`src/rtl/alu_control_pipe.sv`:
```
// ---------------------------------------------------------------------------
// alu_control_pipe
//
// Pipelined ALU control unit for the MIPS datapath. Decodes the ALU opcode
// from main control (or, for R-type, the funct field) into the 4-bit ALU
// control code and delivers it through STAGES register stages. A MULA op
// holds the unit for MULA_CYCLES cycles by dropping o_InReady, and a flush
// from the hazard unit squashes everything in flight.
//
// Parameters
//   STAGES       register stages from acceptance to o_ALUCtrl (1..4)
//   MULA_CYCLES  total cycles a MULA occupies the unit (1..15)
//
// Ports
//   i_CLK        clock, rising edge
//   i_Reset      synchronous, active-high reset
//   i_Flush      squash in-flight entries and any MULA sequence
//   i_InValid    i_ALUop / i_FuncCode valid this cycle
//   o_InReady    unit can accept this cycle (from state only)
//   i_ALUop      ALU opcode from control; 4'b1111 selects R-type decode
//   i_FuncCode   instruction funct field, used only for R-type
//   o_ALUCtrl    registered ALU control code, holds when o_OutValid = 0
//   o_OutValid   o_ALUCtrl valid this cycle
//   o_Busy       MULA sequence in progress
//   o_Illegal    unknown R-type funct (only with ALUCTRL_ILLEGAL_TRAP_EN)
//
// Optional feature macro: ALUCTRL_ILLEGAL_TRAP_EN
//   When defined, the o_Illegal port exists and is pipelined with o_ALUCtrl.
//   When undefined, unknown functs silently decode to AND.
// ---------------------------------------------------------------------------
module alu_control_pipe #(
   parameter int STAGES      = 1,
   parameter int MULA_CYCLES = 3
) (
   input  logic       i_CLK,
   input  logic       i_Reset,
   input  logic       i_Flush,
   input  logic       i_InValid,
   output logic       o_InReady,
   input  logic [3:0] i_ALUop,
   input  logic [5:0] i_FuncCode,
   output logic [3:0] o_ALUCtrl,
   output logic       o_OutValid,
`ifdef ALUCTRL_ILLEGAL_TRAP_EN
   output logic       o_Illegal,
`endif
   output logic       o_Busy
);

   typedef enum logic [3:0] {
      C_AND  = 4'h0, C_OR   = 4'h1, C_ADD  = 4'h2, C_SLL  = 4'h3,
      C_SRL  = 4'h4, C_MULA = 4'h5, C_SUB  = 4'h6, C_SLT  = 4'h7,
      C_ADDU = 4'h8, C_SUBU = 4'h9, C_XOR  = 4'hA, C_SLTU = 4'hB,
      C_NOR  = 4'hC, C_SRA  = 4'hD, C_LUI  = 4'hE
   } alu_ctrl_e;

   typedef enum logic {
      IDLE  = 1'b0,
      MULTI = 1'b1
   } state_e;

   localparam logic [3:0] RTYPE_OP = 4'hF;
   localparam logic [3:0] MULA_LOAD = 4'(MULA_CYCLES - 1);

   // ---------------------------------------------------------------------
   // Decode
   // ---------------------------------------------------------------------
   logic [3:0] w_code;
   logic       w_unknown;

   // NOTE: every output of a combinational block gets a default first, so
   // no path leaves it unassigned and no latch is inferred.
   always_comb begin
      w_code    = i_ALUop;
      w_unknown = 1'b0;
      // The funct field is examined only for R-type, so an X/Z funct on an
      // immediate op never reaches the result.
      if (i_ALUop == RTYPE_OP) begin
         unique case (i_FuncCode)
            6'b000000: w_code = C_SLL;
            6'b000010: w_code = C_SRL;
            6'b000011: w_code = C_SRA;
            6'b100000: w_code = C_ADD;
            6'b100001: w_code = C_ADDU;
            6'b100010: w_code = C_SUB;
            6'b100011: w_code = C_SUBU;
            6'b100100: w_code = C_AND;
            6'b100101: w_code = C_OR;
            6'b100110: w_code = C_XOR;
            6'b100111: w_code = C_NOR;
            6'b101010: w_code = C_SLT;
            6'b101011: w_code = C_SLTU;
            6'b111000: w_code = C_MULA;
            default: begin
               w_code    = C_AND;
               w_unknown = 1'b1;
            end
         endcase
      end
   end

   // ---------------------------------------------------------------------
   // MULA sequencing FSM
   // ---------------------------------------------------------------------
   state_e     r_state;
   state_e     w_state_nxt;
   logic [3:0] r_cnt;
   logic [3:0] w_cnt_nxt;
   logic       w_accept;

   assign o_InReady = (r_state == IDLE);
   assign o_Busy    = (r_state == MULTI);
   // Flush outranks acceptance: an input presented alongside it is dropped.
   assign w_accept  = i_InValid && o_InReady && !i_Flush;

   always_comb begin
      w_state_nxt = r_state;
      w_cnt_nxt   = r_cnt;
      if (i_Flush) begin
         w_state_nxt = IDLE;
         w_cnt_nxt   = 4'd0;
      end else begin
         unique case (r_state)
            IDLE: begin
               // A single-cycle MULA configuration never leaves IDLE.
               if (w_accept && (w_code == C_MULA) && (MULA_CYCLES > 1)) begin
                  w_state_nxt = MULTI;
                  w_cnt_nxt   = MULA_LOAD;
               end
            end
            MULTI: begin
               w_cnt_nxt = r_cnt - 4'd1;
               if (r_cnt == 4'd1) begin
                  w_state_nxt = IDLE;
               end
            end
            default: begin
               w_state_nxt = IDLE;
               w_cnt_nxt   = 4'd0;
            end
         endcase
      end
   end

   // NOTE: sequential state uses non-blocking assignments only, so every
   // register samples pre-edge values regardless of statement order.
   always_ff @(posedge i_CLK) begin
      if (i_Reset) begin
         r_state <= IDLE;
         r_cnt   <= 4'd0;
      end else begin
         r_state <= w_state_nxt;
         r_cnt   <= w_cnt_nxt;
      end
   end

   // ---------------------------------------------------------------------
   // Result pipeline: a STAGES-deep shift of {valid, code}
   // ---------------------------------------------------------------------
   logic [STAGES-1:0] r_vld;
   logic [3:0]        r_code [STAGES];
`ifdef ALUCTRL_ILLEGAL_TRAP_EN
   logic [STAGES-1:0] r_ill;
`endif

   // NOTE: the code registers are a handful of pipeline flops, not a memory
   // array, so they are reset too; that gives o_ALUCtrl = 0 after reset.
   always_ff @(posedge i_CLK) begin
      if (i_Reset) begin
         r_vld  <= '0;
         r_code <= '{default: 4'd0};
`ifdef ALUCTRL_ILLEGAL_TRAP_EN
         r_ill  <= '0;
`endif
      end else if (i_Flush) begin
         // Codes are left untouched so o_ALUCtrl keeps its last value.
         r_vld <= '0;
      end else begin
         r_vld[0] <= w_accept;
         if (w_accept) begin
            r_code[0] <= w_code;
`ifdef ALUCTRL_ILLEGAL_TRAP_EN
            r_ill[0]  <= w_unknown;
`endif
         end
         for (int i = 1; i < STAGES; i++) begin
            r_vld[i] <= r_vld[i-1];
            // Codes advance only behind a valid entry; bubbles leave them
            // alone so the output holds between results.
            if (r_vld[i-1]) begin
               r_code[i] <= r_code[i-1];
`ifdef ALUCTRL_ILLEGAL_TRAP_EN
               r_ill[i]  <= r_ill[i-1];
`endif
            end
         end
      end
   end

   assign o_ALUCtrl  = r_code[STAGES-1];
   assign o_OutValid = r_vld[STAGES-1];

`ifdef ALUCTRL_ILLEGAL_TRAP_EN
   assign o_Illegal = r_vld[STAGES-1] & r_ill[STAGES-1];
`else
   // Without the trap, the unknown-funct flag has no consumer.
   logic w_unknown_unused;
   assign w_unknown_unused = w_unknown;
`endif

endmodule
```
`config.mk`:
```
export PLATFORM = sky130hd
export DESIGN_NAME = alu_control_pipe
export DESIGN_NICKNAME = d
export VERILOG_FILES = /design/src/rtl/alu_control_pipe.sv
export SDC_FILE = /design/constraint.sdc
export NUM_CORES = 1
export LEC_CHECK = 0
export CORE_AREA = 3 3 40 42
export DETAILED_ROUTE_END_ITERATION = 10
export DIE_AREA = 0 0 43 45
export DONT_BUFFER_PORTS = 1
export PLACE_DENSITY = 0.69
export SLEW_MARGIN = 20
export SYNTH_ARGS = -nofsm -noshare
export SYNTH_HDL_FRONTEND = slang
export SYNTH_SLANG_ARGS = --single-unit
```
`constraint.sdc`:
```
create_clock -name i_CLK -period 1.7 [get_ports i_CLK]
set_clock_uncertainty 0.1 [all_clocks]
set_input_delay 0.34 -clock i_CLK [delete_from_list [all_inputs] [get_ports i_CLK]]
set_output_delay 0.34 -clock i_CLK [all_outputs]
set_load 0.01 [all_outputs]
```
==> out/results.ini <==
[status]
status=finished, final reports clean

[layout]
finalNetCount=107
layout-drive-gt1-share_pct=15.73
antenna-diode-count=0
n_fill_cell=117
syn2layout_area_growth_pct=10.81
final_util_pct=58.91

[power_and_ir_drop]
ir_drop_mv=0.1922
leakage_nw=0.2837
p_seq_share_pct=53.5
power.density_mw_per_mm2=613.8
switchingPower_mw=0.1045
combPwrFrac_pct=14.5
intPower_mw=0.3601
sw_frac_of_total_pct=22.50
clkPwrFrac_pct=32.0

[cts]
max-clock-path-buffers=2
clockRootBuffer=clkbuf_4
htree_levels=1
cts_tree=built
cts_sinks=10
clock_latency_ns=0.25
postCtsSetupBuffers=0
path_clk_slew_ns=0.06
cts_buffers=3

[sta]
finalHoldViolCount=0
setup_violations=0
rsz0062_at_grt=true
maxSlewViolCount=0
slew_headroom_pct=74.34
worstMarginPinSlew_ns=0.3796
period_minus_slack_ns=1.550
setup_tns_ns=0
min_period_over_period_pct=91.19
max_freq_mhz=645.1

[synthesis]
synthArstFlopShare_pct=0
synth_top_area_share_pct=29.30
synth-edff-count=0
synth_common_cells=11 x nand2_1, 11 x nor2_1, 10 x dfxtp_1
ys_seq_elements=10
netlist_instances=86
ys.flop_type=dfxtp_1
ys_types=37
synth_nets=102
netlist_area_um2=683.2
yosysWarnings=0
synth-seq-area-share_pct=29.30
synthTopCellsByArea=dfxtp_1 29%, xnor2_1 6.4%, nand2_1 6.0%, nor2_1 6.0%, ha_1 3.7%
avgSynthCellArea_um2=7.944
synth_largest_area_cell=dfxtp_1

[setup_path]
worstPathCellList=nor3b_4 -> nand2_1 -> nor2_1 -> o2bb2ai_1 -> nor4b_4 -> o211a_1
cp.required_ns=1.79
critical_path.max_fanout=5
end_kind=flop
cp-start-kind=flop
crit_arrival_ns=1.64
crit_type=flop to flop
critPathMaxStageDelay_ns=0.34
worst_path_max_delay_cell=nor4b_4

[global_route]
grt_pass1_vias=541
grt_usage_pct=13.80
grt_max_degree=13
antenna_found_initial=0
overflow=0
grt_pass1_wl_um=2097

[drt]
first_iter_violations=14
route.detailed.drc=0
ant_nets=0
totalWireLength_um=1320
dr.pass1.iters=4
viasPerCell=6.000
wire_per_inst_um=12.69
via_count=624

[die]
fp.dieArea_mm2=0.001935
core_mm2=0.001285
die_width_um=43
num_rows=13
io_pins=21
die_h_um=45
initial_core_util_pct=53.16

[place]
gp_congestion=0.7552
io_buffers=0
hpwl_um=1087

[min_path]
min_path_type=primary input to flop

[job]
drv_cap=0

==> final timing paths <==
kind,to,startpoint,cells past startpoint,slack [ns]
min reg2reg,o_ALUCtrl[2],o_ALUCtrl[2],2,0.40
min,o_ALUCtrl[2],i_Reset,1,0.05
max reg2reg,o_Busy,o_Busy,6,0.15
max,o_Busy,o_Busy,6,0.15
==> power groups by stage <==
stage | Clock, mW | Sequential, mW | Combinational (mW)
finish | 0.149 | 0.249 | 0.0676
global placement | 0 | 0.254 | 0.0664
global route | 0.166 | 0.249 | 0.0748
CTS | 0.152 | 0.249 | 0.0665
floorplan | 0 | 0.253 | 0.0684
detailed placement | 0 | 0.254 | 0.0662
==> cells by family after synthesis <==
kind of cell	share of synthesized area, %
AND/OR/NAND/NOR	32.60
XOR/XNOR	7.692
AO/OA/AOI/OAI	19.78
adder cells (fa/ha/maj)	3.662
multiplexers	1.465
buffers and inverters	5.494
flip-flops	29.30
==> final cells by class <==
| class | count | area [um^2] | share of cell area (%) |
|---|---|---|---|
| timing repair buffer | 5 | 37.54 | 4.959 |
| sequential | 10 | 201.4 | 26.61 |
| tap | 15 | 18.77 | 2.479 |
| clock buffer | 3 | 22.52 | 2.975 |
| inverter | 4 | 15.01 | 1.983 |
| multi-input combinational | 67 | 461.7 | 60.99 |
==> flip-flops by register name (all words and copies together) (netlist names) <==
name and flops:
o_ALUCtrl 4, r_cnt 4, o_Busy 1, o_OutValid 1
==> critical path: cells and delay by family, from the launching register on <==
family	cells	cell delay, ns
flops	1	0.33
simple gates	4	0.72
compound gates	2	0.34
==> stage by stage <==
step	cells	hold slack [ns]	area [um^2]	setup slack, ns	power, mW
after floorplan	86	0.3162	709.4	-0.01860	0.3211
after global placement	101	0.3113	726.9	-0.05747	0.3202
after detailed placement	101	0.3127	726.9	-0.07244	0.3201
after CTS	104	0.05016	749.5	0.1358	0.4669
after global routing	104	0.03508	757.0	-0.005957	0.4903
final	104	0.05233	757.0	0.1497	0.4646
==> layer usage <==
layer  vias to the layer above  routed length [um]  global-route usage [%]
met5                         -                   0                       0
met4                         0                   0                   4.819
met3                         0                  99                   4.781
met2                        18                 624                   22.75
met1                       290                 596                   16.83
li1                        316                   -                       -
==> placed cells by master, fill, tap and decap left out, types with 2 or more instances in the layout <==
| cell type | count |
|---|---|
| nor2_1 | 11 |
| nand3_1 | 2 |
| a211oi_1 | 2 |
| a21oi_1 | 4 |
| xnor2_1 | 5 |
| nand2_1 | 11 |
| nor4_1 | 3 |
| inv_1 | 3 |
| nor3_1 | 2 |
| buf_4 | 5 |
| ha_1 | 2 |
| nor2b_1 | 3 |
| dfxtp_1 | 9 |
| clkbuf_4 | 3 |
==> what timing repair did <==
action | in CTS | in global routing
gates resized for setup | 0 | 2
hold buffers | 0 | 0
hold endpoints to repair | 0 | 0
endpoints found under the setup margin | 0 | 4
(Power assumes the default switching activity.)
